**config.mk**
```make
export PLATFORM = sky130hd
export DESIGN_NAME = bsg_contract_bitmask_buffered
export DESIGN_NICKNAME = d
export VERILOG_FILES = /design/src/rtl/bsg_contract_bitmask_pkg.sv /design/src/rtl/bsg_contract_bitmask_core.sv /design/src/rtl/bsg_contract_bitmask_buffered.sv
export SDC_FILE = /design/constraint.sdc
export NUM_CORES = 1
export LEC_CHECK = 0
export BUFFER_PORTS_ARGS = -buffer_cell sky130_fd_sc_hd__buf_2
export CORE_AREA = 2 2 219 221
export CTS_BUF_LIST = sky130_fd_sc_hd__clkbuf_8
export DETAILED_ROUTE_END_ITERATION = 12
export DIE_AREA = 0 0 221 223
export PLACE_DENSITY_LB_ADDON = 0.1
export SLEW_MARGIN = 20
export SYNTH_ARGS = -nofsm -noshare
export SYNTH_HDL_FRONTEND = slang
export SYNTH_SLANG_ARGS = --single-unit
```
**constraint.sdc**
```tcl
create_clock -name clk_i -period 2.4 [get_ports clk_i]
set_input_delay 0.12 -clock clk_i [delete_from_list [all_inputs] [get_ports clk_i]]
set_output_delay 0.12 -clock clk_i [all_outputs]
set_load 0.05 [all_outputs]
```
**src/rtl/bsg_contract_bitmask_pkg.sv**
```systemverilog
// Shared types and sizing for the buffered bitmask contractor.
package bsg_contract_bitmask_pkg;

  // Depth of the output buffer; the pointer logic in the top assumes exactly two entries.
  localparam int fifo_els_lp = 2;

  // Compressed mask width of the standard configuration.
  localparam int els_default_lp = 16;

  // One buffered result at the standard width: collapsed mask plus per-segment error flags.
  typedef struct packed {
    logic [els_default_lp-1:0] mask;
    logic [els_default_lp-1:0] malformed;
  } entry_s;

endpackage

```
**src/rtl/bsg_contract_bitmask_core.sv**
```systemverilog
// Combinational contraction of an expanded mask: one output bit per segment,
// plus a flag per segment whose bits are not all equal.
module bsg_contract_bitmask_core
  import bsg_contract_bitmask_pkg::*;
#(
  parameter int els_p    = 16,
  parameter int expand_p = 32
) (
  input  logic [els_p*expand_p-1:0] data_i,
  output logic [els_p-1:0]          mask_o,
  output logic [els_p-1:0]          malformed_o
);

  for (genvar j = 0; j < els_p; j++) begin : g_seg
    logic [expand_p-1:0] seg;
    assign seg            = data_i[j*expand_p +: expand_p];
    // A segment with any bit set maps to 1; a mix of ones and zeros is malformed.
    assign mask_o[j]      = |seg;
    assign malformed_o[j] = (|seg) & ~(&seg);
  end

endmodule

```
**src/rtl/bsg_contract_bitmask_buffered.sv**
```systemverilog
// Contracts expanded byte/word-enable masks, buffers results in a 2-entry
// register FIFO and keeps a saturating count of accepted malformed beats.
module bsg_contract_bitmask_buffered
  import bsg_contract_bitmask_pkg::*;
#(
  parameter int els_p         = 16,
  parameter int expand_p      = 32,
  parameter int count_width_p = 8
) (
  input  logic                      clk_i,
  input  logic                      reset_i,
  input  logic                      v_i,
  input  logic [els_p*expand_p-1:0] data_i,
  output logic                      ready_o,
  output logic                      v_o,
  output logic [els_p-1:0]          mask_o,
  output logic [els_p-1:0]          malformed_o,
  input  logic                      yumi_i,
  input  logic                      clear_i,
  output logic [count_width_p-1:0]  err_count_o
);

  typedef struct packed {
    logic [els_p-1:0] mask;
    logic [els_p-1:0] malformed;
  } entry_t;

  // Saturating increment: holds at all-ones instead of wrapping.
  function automatic logic [count_width_p-1:0] sat_inc(input logic [count_width_p-1:0] v);
    return (v == {count_width_p{1'b1}}) ? v : v + 1'b1;
  endfunction

  logic [els_p-1:0] red_mask;
  logic [els_p-1:0] red_malformed;

  bsg_contract_bitmask_core #(
    .els_p   (els_p),
    .expand_p(expand_p)
  ) core (
    .data_i     (data_i),
    .mask_o     (red_mask),
    .malformed_o(red_malformed)
  );

  entry_t                   mem_r [fifo_els_lp];
  logic                     wr_ptr_r;
  logic                     rd_ptr_r;
  logic                     full_r;
  logic                     empty_r;
  logic [count_width_p-1:0] count_r;
  logic                     enq;
  logic                     deq;
  logic                     bad_beat;

  // ready depends only on state (and reset), never on yumi_i, so a full
  // buffer refuses input even in a cycle where the head is being taken.
  assign ready_o     = ~full_r & ~reset_i;
  assign v_o         = ~empty_r;
  assign enq         = v_i & ready_o;
  assign deq         = yumi_i & ~empty_r;
  assign bad_beat    = |red_malformed;
  assign mask_o      = mem_r[rd_ptr_r].mask;
  assign malformed_o = mem_r[rd_ptr_r].malformed;
  assign err_count_o = count_r;

  // Buffer storage and pointer/flag state; a reset drops everything in flight.
  always_ff @(posedge clk_i or posedge reset_i) begin
    if (reset_i) begin
      for (int i = 0; i < fifo_els_lp; i++) begin
        mem_r[i] <= '0;
      end
      wr_ptr_r <= 1'b0;
      rd_ptr_r <= 1'b0;
      full_r   <= 1'b0;
      empty_r  <= 1'b1;
    end else begin
      if (enq) begin
        mem_r[wr_ptr_r] <= '{mask: red_mask, malformed: red_malformed};
        wr_ptr_r        <= ~wr_ptr_r;
      end
      if (deq) begin
        rd_ptr_r <= ~rd_ptr_r;
      end
      // Occupancy only changes when exactly one side moves.
      if (enq && !deq) begin
        empty_r <= 1'b0;
        full_r  <= (~wr_ptr_r == rd_ptr_r);
      end else if (deq && !enq) begin
        full_r  <= 1'b0;
        empty_r <= (~rd_ptr_r == wr_ptr_r);
      end
    end
  end

  // Malformed-beat counter; clear wins over a coincident increment.
  always_ff @(posedge clk_i or posedge reset_i) begin
    if (reset_i) begin
      count_r <= '0;
    end else if (clear_i) begin
      count_r <= '0;
    end else if (enq && bad_beat) begin
      count_r <= sat_inc(count_r);
    end
  end

  // Consumer may only take an entry that is actually presented.
  assert property (@(posedge clk_i) disable iff (reset_i) yumi_i |-> v_o);

  // A refused beat must be re-presented unchanged on the next cycle.
  assert property (@(posedge clk_i) disable iff (reset_i)
                   (v_i && !ready_o) |=> (v_i && $stable(data_i)));

endmodule

```
## Word level (Yosys, flattened, before mapping)

Cells that the tools add are included.

| word-level totals | value |
|---|---|
| register bits | 76 |
| bits of input ports | 517 |
| output and inout port bits | 42 |
| word-level logic and storage cells | 114 |

| cells by class | value |
|---|---|
| add/subtract/negate cells | 1 |
| $lt $le $gt $ge | 3 |
| eq/ne operators | 4 |
| mux-type cells | 13 |
| bitwise gates (word level) | 42 |
| reduce and logical (&&, ||, !) cells | 42 |

Operators by type and width:

| cell | count |
|---|---|
| AND reduction 32 bit | 16 |
| OR reduction 32 bit | 16 |
| 2-to-1 mux 32 bit | 4 |
| bitwise mux 64 bit | 1 |
| demux 32 bit (select 1 bit) | 1 |
| 2-to-1 mux 8 bit | 3 |
| inverter 1 bit | 21 |
| bitwise AND 1 bit | 19 |
| OR reduction 16 bit | 1 |
| adder 8 x 1 -> 8 bit, second input constant | 1 |
| equality test 8 bit, second input constant | 1 |
| >= comparator 2 bit, second input constant | 2 |
| logical AND 1 bit | 4 |
| 2-to-1 mux 1 bit | 4 |
| inverter 1 -> 2 bit | 2 |
| nonzero test 2 bit | 2 |
| equality test 1 bit | 2 |
| zero test 1 bit | 2 |
| < comparator 2 x 1 -> 1 bit, second input constant | 1 |
| inequality test 2 bit, second input constant | 1 |
| AND reduction 2 bit | 1 |

## Depth between registers and ports, before layout

Gate-level depths: netlist of run 1.

| logic depth | value |
|---|---|
| depth after elaboration | 7 |
| gate-level depth with buffers | 8 |
| depth with buffers taken out | 7 |

## By module

A second synthesis of run 1 with hierarchy kept.

| unflattened totals | value |
|---|---|
| cells, all modules | 598 |
| area total of the unflattened synthesis | 5803.1 µm² |

Modules (own cells, without submodules):

| module | instances | cells an instance | area an instance (µm²) | sequential area each (µm²) |
|---|---|---|---|---|
| bsg_contract_bitmask_buffered | 1 | 246 | 3460.8 | 1903.1 |
| bsg_contract_bitmask_core | 1 | 352 | 2342.2 | 0.0 |

## Least setup slack after synthesis of run 1

Ideal clock, no wire load.

| path | value |
|---|---|
| path kind | flip-flop to flip-flop |
| start | reg full_r |
| end | reg count_r[7], in the netlist err_count_o[7] |
| setup time | 0.078 ns |
| arrival time | 2.276 ns |
| required time | 2.322 ns |
| setup slack | 0.046 ns |
| stages on the path, launching flop included | 7 |
| path buffers | 0 |
| clock period less this slack | 2.354 ns |
| cells stage by stage | dfrtp_1 nor2_1 nand2_1 inv_1 nand2_1 or4_2 a21oi_1 |

| on the way | value |
|---|---|
| longest elaborated chain between the ends | 6 |

Ends and longest elaborated chain:

| item | RTL line | source |
|---|---|---|
| from (decl) | bsg_contract_bitmask_buffered.sv:48 | `logic full_r;` |
| from (signal assigned) | bsg_contract_bitmask_buffered.sv:87 | `full_r <= (~wr_ptr_r == rd_ptr_r);` |
| inverter 1 bit | bsg_contract_bitmask_buffered.sv:57 | `assign ready_o = ~full_r & ~reset_i;` |
| bitwise AND 1 bit | bsg_contract_bitmask_buffered.sv:57 |  |
| named net ready_o | bsg_contract_bitmask_buffered.sv:14 | `output logic ready_o,` |
| bitwise AND 1 bit | bsg_contract_bitmask_buffered.sv:59 | `assign enq = v_i & ready_o;` |
| named net enq | bsg_contract_bitmask_buffered.sv:51 | `logic enq;` |
| logical AND 1 bit | bsg_contract_bitmask_buffered.sv:101 | `end else if (enq && bad_beat) begin` |
| nonzero test 2 bit (no source line) | -- |  |
| AND reduction 2 bit (no source line) | -- |  |
| to (signal assigned) | bsg_contract_bitmask_buffered.sv:102 | `count_r <= sat_inc(count_r);` |
| to (decl) | bsg_contract_bitmask_buffered.sv:50 | `logic [count_width_p-1:0] count_r;` |

The timed path passes the listed nets, and every way through them passes these cells.
A chain may end at the register's enable or synchronous reset.

## Worst setup path after layout of run 1

| path | value |
|---|---|
| start | in data_i[473] |
| end | reg count_r[6], in the netlist err_count_o[6] |

| on the way | value |
|---|---|
| longest elaborated chain between the ends | 7 |
| elaborated cells on any way between the ends | 8 |
| classes of those cells | 2 x bitwise; 6 x reduce/logical |

Ends and longest elaborated chain:

| item | RTL line | source |
|---|---|---|
| from (decl) | bsg_contract_bitmask_buffered.sv:13 | `input logic [els_p*expand_p-1:0] data_i,` |
| AND reduction 32 bit | bsg_contract_bitmask_core.sv:19 | `assign malformed_o[j] = (\|seg) & ~(&seg);` |
| inverter 1 bit | bsg_contract_bitmask_core.sv:19 |  |
| bitwise AND 1 bit (*) | bsg_contract_bitmask_core.sv:19 |  |
| OR reduction 16 bit (*) | bsg_contract_bitmask_buffered.sv:61 | `assign bad_beat = \|red_malformed;` |
| logical AND 1 bit (*) | bsg_contract_bitmask_buffered.sv:101 |  |
| nonzero test 2 bit (no source line) (*) | -- |  |
| AND reduction 2 bit (no source line) (*) | -- |  |

Every way passes the cells marked *; elsewhere a longest branch is shown, timed or not.

==> run_results.csv, run 1 <==
group,metric,value,unit
drt,drc,0,
synth,yosysTopAreaCellShare,33.7,%
global_routing,grt_use_total,11.4,%
sta,worst_pin_slew,0.758,ns
placed_design,placed_area,9360,sq um
critical_path,regToRegStartpoint,"full_r$_DFFE_PP0P_",
drt,highest_layer,"met4",
global_routing,antenna_found_initial,0,
synth,ys_types,32,
critical_path,worstSetupPathType,"primary input to flop",
sta,rsz0062_at_grt,"false",
synth,yosys_most_used_dff,"dfrtp_1",
clock_tree,cts-root-buf,"clkbuf_8",
critical_path,crit_path_start,"data_i[473]",
synth,synthCells,670,
drt,post_drt_wl_per_cell,15.5,um
sta,finalCriticalPeriod,2.18,ns
floorplan,die_area,49300,sq um
placed_design,place_hpwl,25.5,mm
clock_tree,h-tree-depth,3,
synth,synth-seq-cells,76,
drt,dr_wl_met3,1.57,mm
drt,viasPerCell,4.27,
critical_path,required,2.67,ns
clock_tree,clock_latency,0.37,ns
sta,slew_violations,0,
floorplan,fp-row-count,80,
synth,syn_area_per_cell,8.31,sq um
sta,holdWs,0.0693,ns
drt,drt-initial-drc-count,208,
synth,netlist_area,5570,sq um
critical_path,cp-start-kind,"primary input",
worst_hold_path,hp-class,"primary input to flop",
placed_design,gp_congestion,0.805,
drt,ant_nets,0,
critical_path,crit_path_max_fanout,5,
pwr,ir_drop,298,uV
synth,ys_seq_area_share,34.2,%
global_routing,grt_max_degree,58,
sta,clock.fmax,458,MHz
pwr,power.density,751,nW/um^2
placed_design,dpl.cell_count,1864,
cells_and_area,fin_area,9630,sq um
job,cap_violations,0,
global_routing,grt_pass1_vias,8397,
critical_path,crit_path_end,"err_count_o[6]$_DFFE_PP0P_",
placed_design,io_buffers,558,
floorplan,core,47100,sq um
drt,routedLengthMet1,11.5,mm
critical_path,reg2reg_depth,7,
critical_path,cp.arrival,2.45,ns
synth,yosysMostFrequentCell,"nand4_1",
clock_tree,clk_pin_slew_worst_paths,0.10,ns
cells_and_area,fin_nets,1780,
clock_tree,cts_sinks,76,
cells_and_area,drive_gt1_share,53.2,%
synth,yosys-top-cells-area,"dfrtp_1 34%, nand4_1 18%, nor4_1 16%",
clock_tree,clockBufferDepth,2,
sta,setup_viol,0,
pwr,power.leakage,4.15,nW
critical_path,r2r-end,"mem_r[6]$_DFFE_PP0P_",
cells_and_area,fillers,5339,
cells_and_area,diodes,0,
critical_path,cp-end-kind,"flop",
synth,synth_common_cells,"162 x nand4_1, 143 x nor4_1, 83 x nand2_1, 75 x dfrtp_1, 52 x o21ai_0",
sta,post-route-period-util,90.9,%
synth,synth_edf_count,0,
floorplan,die_w,221,um
global_routing,grt_pass1_wl,44.5,mm
synth,synth_warnings,0,
drt,drt_wl_total,29.1,mm
floorplan,die-height,223,um
drt,vias,8026,
floorplan,initial_core_util,11.8,%
sta,fin_skew,0.0142,ns
sta,relSlewSlack,49.5,%
cells_and_area,instances_no_fill,1881,
cells_and_area,area_growth,72.9,%
sta,finalHoldViolCount,0,
floorplan,pin_count,559,
clock_tree,cts_setup_buffers,0,
synth,yosys.area.top_type,"dfrtp_1",
critical_path,ff2ff_setup_slack,0.41,ns
pwr,power,0.00723,W
synth,syn-num-nets,1189,
drt,dr_wl_met2,15.8,mm
clock_tree,cts_tree,"yes",
global_routing,grt_overflow,0,
clock_tree,cts_buffers,9,
synth,async_flop_share,100,%
drt,dr.pass1.iters,4,
run_status,status,"completed",
## critical path, stage by stage
cell and delay (ns):
buf_2 0.11, nor4_2 0.35, buf_4 0.18, nand4_1 0.11, a2bb2oi_1 0.22, or4_4 0.54
nor4_4 0.26, buf_4 0.20, nor4_2 0.07, mux2_4 0.29
## routing by layer
metal  GRT usage [%]  vias to the layer above
met3            2.44                       22
met5               0                        -
met2            22.3                      288
met1            12.5                     3691
li1                -                     4025
met4            2.08                        0
## per-stage QoR
| step | setup TNS, ns | utilization [%] | worst slack [ns] |
|---|---|---|---|
| 6_report | 0 | 20.4 | 0.218 |
| 5_1_grt | 0 | 20.4 | 0.00603 |
| 3_5_place_dp | -2.87 | 19.8 | -0.384 |
| 2_1_floorplan | 0 | - | 0.0457 |
| 3_3_place_gp | -2.50 | 19.8 | -0.330 |
| 4_1_cts | 0 | 20.4 | 0.0451 |
## final cells by class
type	count	area [sq um]	area share, %
Sequential cell	76	1900	19.8
Tap cell	615	769	7.99
Clock buffer	10	138	1.43
Inverter	5	21.3	0.221
Timing Repair Buffer	598	3100	32.1
Clock inverter	6	88.8	0.922
Multi-Input combinational cell	571	3610	37.5
## registers in the layout, indices dropped and copies added (netlist names)
| name | flops |
|---|---|
| mem_r | 64 |
| err_count_o | 8 |
| empty_r | 1 |
| full_r | 1 |
| rd_ptr_r | 1 |
| wr_ptr_r | 1 |
## worst min path at each step
stage / startpoint / endpoint / slack, ns / cells past startpoint
2_1_floorplan: yumi_i / rd_ptr_r$_DFFE_PP0P_ / 0.30 / 2
3_3_place_gp: reset_i / err_count_o[7]$_DFFE_PP0P_ / 0.33 / 2
3_5_place_dp: reset_i / full_r$_DFFE_PP0P_ / 0.34 / 2
4_1_cts: clear_i / err_count_o[2]$_DFFE_PP0P_ / 0.02 / 2
5_1_grt: clear_i / err_count_o[2]$_DFFE_PP0P_ / 0.04 / 2
6_report: clear_i / err_count_o[2]$_DFFE_PP0P_ / 0.07 / 2
## cells by family after synthesis
family,share of synthesized area (%)
adder cells (fa/ha/maj),0.449
buffers and inverters,1.69
AO/OA/AOI/OAI,7.57
XOR/XNOR,0.315
AND/OR/NAND/NOR,46.7
flip-flops,34.2
multiplexers,9.10
## cells in the final DEF, fill, tap and decap left out, drive strengths merged, types with 2 or more instances in the layout
cell | synthesis | final
clkbuf | 14 | 10
nand2b | 2 | 2
xnor2 | 2 | 2
nand4 | 162 | 162
o31ai | 2 | 2
or4 | 19 | 19
bufinv | 0 | 2
buf | 4 | 597
o22ai | 8 | 8
or3 | 2 | 2
a21oi | 4 | 4
inv | 5 | 6
nor2b | 3 | 3
nor2 | 23 | 23
nand3 | 3 | 3
nor3 | 2 | 2
ha | 2 | 2
clkinv | 0 | 2
nor4 | 147 | 147
mux2 | 44 | 44
a2bb2oi | 8 | 8
o21ai | 52 | 52
dfrtp | 75 | 75
nand2 | 83 | 83
## power by group
| part | internal (W) | switching (W) |
|---|---|---|
| Clock | 0.000616 | 0.000573 |
| Sequential | 0.00181 | 0.000258 |
| Combinational | 0.00127 | 0.00270 |
## repair_timing
item | CTS | global route
resized for setup | 0 | 6
setup endpoints to repair | 0 | 8
hold buffers | 1 | 0
hold endpoints to repair | 51 | 0
Note: power is estimated with default switching activity, not from simulation.
==> run 2: changes to the inputs <==
- PLACE_DENSITY: unset -> 0.35
- PLACE_DENSITY_LB_ADDON: 0.1 -> unset
==> run_results.csv, run 2 (synthesis gave the netlist of run 1 again) <==
group,metric,value,unit
floorplan,die_area,49300,sq um
worst_hold_path,whs_path_depth,2,
pwr,power,0.00727,W
floorplan,fp-row-count,80,
clock_tree,cts_sinks,76,
sta,setup_viol,0,
clock_tree,clock_latency,0.39,ns
clock_tree,clk_pin_slew_worst_paths,0.10,ns
sta,fin_skew,0.0172,ns
sta,finalCriticalPeriod,2.12,ns
drt,dr.pass1.iters,4,
global_routing,grt_use_total,11.4,%
critical_path,crit_path_start,"data_i[473]",
cells_and_area,drive_gt1_share,53.0,%
placed_design,io_buffers,558,
drt,viasPerCell,4.34,
cells_and_area,fillers,5350,
placed_design,gp_congestion,0.839,
global_routing,grt_pass1_wl,44.2,mm
clock_tree,postCtsResizedCells,0,
critical_path,r2r-end,"err_count_o[3]$_DFFE_PP0P_",
pwr,power.leakage,4.15,nW
sta,rsz0062_at_grt,"false",
drt,drc,0,
clock_tree,cts_tree,"yes",
floorplan,die-height,223,um
drt,ant_nets,0,
global_routing,grt_overflow,0,
drt,drt-initial-drc-count,228,
worst_hold_path,hp-class,"primary input to flop",
sta,worst_pin_slew,0.697,ns
placed_design,place_hpwl,25.2,mm
cells_and_area,multi_input_area,3580,sq um
cells_and_area,area_growth,73.2,%
cells_and_area,layout_commonest_cell,"buf_2",
job,cap_violations,0,
floorplan,die_w,221,um
critical_path,crit_path_max_fanout,12,
critical_path,ff2ff_setup_slack,0.47,ns
drt,drt_wl_total,28.9,mm
floorplan,initial_core_util,11.8,%
cells_and_area,utilization,20.5,%
critical_path,reg2reg_depth,6,
critical_path,slowest_stage,"or4_1",
critical_path,crit_chain,"buf_2 > nor4_1 > nand4_1 > a2bb2oi_1 > or4_1 > nor4_2 > buf_4 > nor4b_1 > mux2_2",
sta,slew_violations,0,
floorplan,pin_count,559,
cells_and_area,fin_nets,1785,
clock_tree,holdBufCountCts,1,
worst_hold_path,min_to,"err_count_o[7]$_DFFE_PP0P_",
global_routing,grt_max_degree,52,
sta,relSlewSlack,53.6,%
pwr,power.density,753,nW/um^2
clock_tree,h-tree-depth,3,
critical_path,cp-end-kind,"flop",
clock_tree,clockBufferDepth,2,
pwr,ir_drop,415,uV
critical_path,regToRegStartpoint,"full_r$_DFFE_PP0P_",
critical_path,cpPeakStageDelay,0.51,ns
drt,post_drt_wl_per_cell,15.3,um
run_status,status,"completed",
critical_path,required,2.67,ns
drt,vias,8185,
clock_tree,cts_setup_buffers,0,
clock_tree,cts-root-buf,"clkbuf_8",
cells_and_area,final_cell_mix,"558 x buf_2, 162 x nand4_1, 143 x nor4_1, 82 x nand2_1, 74 x dfrtp_1",
global_routing,grt_pass1_vias,8342,
sta,post-route-period-util,88.5,%
cells_and_area,seqCellArea,1900,sq um
sta,finalHoldViolCount,0,
critical_path,cp.arrival,2.40,ns
global_routing,antenna_found_initial,1,
sta,clock.fmax,471,MHz
clock_tree,cts_buffers,9,
critical_path,cp-start-kind,"primary input",
cells_and_area,largest_reg_flops,64,
critical_path,worstSetupPathType,"primary input to flop",
worst_hold_path,min_from,"clear_i",
floorplan,core,47100,sq um
cells_and_area,top_register,"mem_r",
-- run 2: routing by layer --
| layer | up-vias | GRT usage, % | wire (um) |
|---|---|---|---|
| met1 | 3784 | 12.7 | 11400 |
| li1 | 4024 | - | - |
| met2 | 353 | 21.6 | 15200 |
| met4 | 0 | 2.64 | 381 |
| met5 | - | 0 | 0 |
| met3 | 24 | 2.86 | 1920 |
-- run 2: critical path: cells and delay by family --
kind | cells | cell delay, ns
compound gates | 1 | 0.22
mux | 1 | 0.28
simple gates | 5 | 1.44
buf+inv | 2 | 0.33
-- run 2: worst max-delay path by stage --
stage	endpoint	slack, ns	cells after the start
after CTS	err_count_o[5]$_DFFE_PP0P_	0.27	11
after global placement	err_count_o[5]$_DFFE_PP0P_	-0.19	11
final	err_count_o[3]$_DFFE_PP0P_	0.28	9
after global routing	err_count_o[5]$_DFFE_PP0P_	0.09	10
after floorplan	err_count_o[7]$_DFFE_PP0P_	0.05	6
after detailed placement	err_count_o[5]$_DFFE_PP0P_	-0.18	10
-- run 2: power by group --
part           total (W)  internal, W  switching [W]
Combinational    0.00401      0.00128        0.00273
Sequential       0.00207      0.00181       0.000259
Clock            0.00119     0.000615       0.000572
-- run 2: final cells by class --
cell class                 count  share of cell area [%]
timing repair buffer         603                    32.6
multi-input combinational    571                    37.1
antenna                        1                  0.0259
tap                          615                    7.98
sequential                    76                    19.7
clock inverter                 6                   0.908
clock buffer                  10                    1.43
inverter                       5                   0.221
-- run 2: metrics by stage --
step | std cells | hold WS (ns) | area, sq um | setup slack [ns] | setup TNS, ns
4_1_cts | 1886 | 0.00715 | 9640 | 0.272 | 0
3_3_place_gp | 1869 | 0.306 | 9410 | -0.190 | -0.840
2_1_floorplan | 670 | 0.303 | 5570 | 0.0457 | 0
5_1_grt | 1886 | 0.0148 | 9640 | 0.0855 | 0
3_5_place_dp | 1869 | 0.316 | 9410 | -0.178 | -0.719
6_report | 1887 | 0.0424 | 9650 | 0.277 | 0
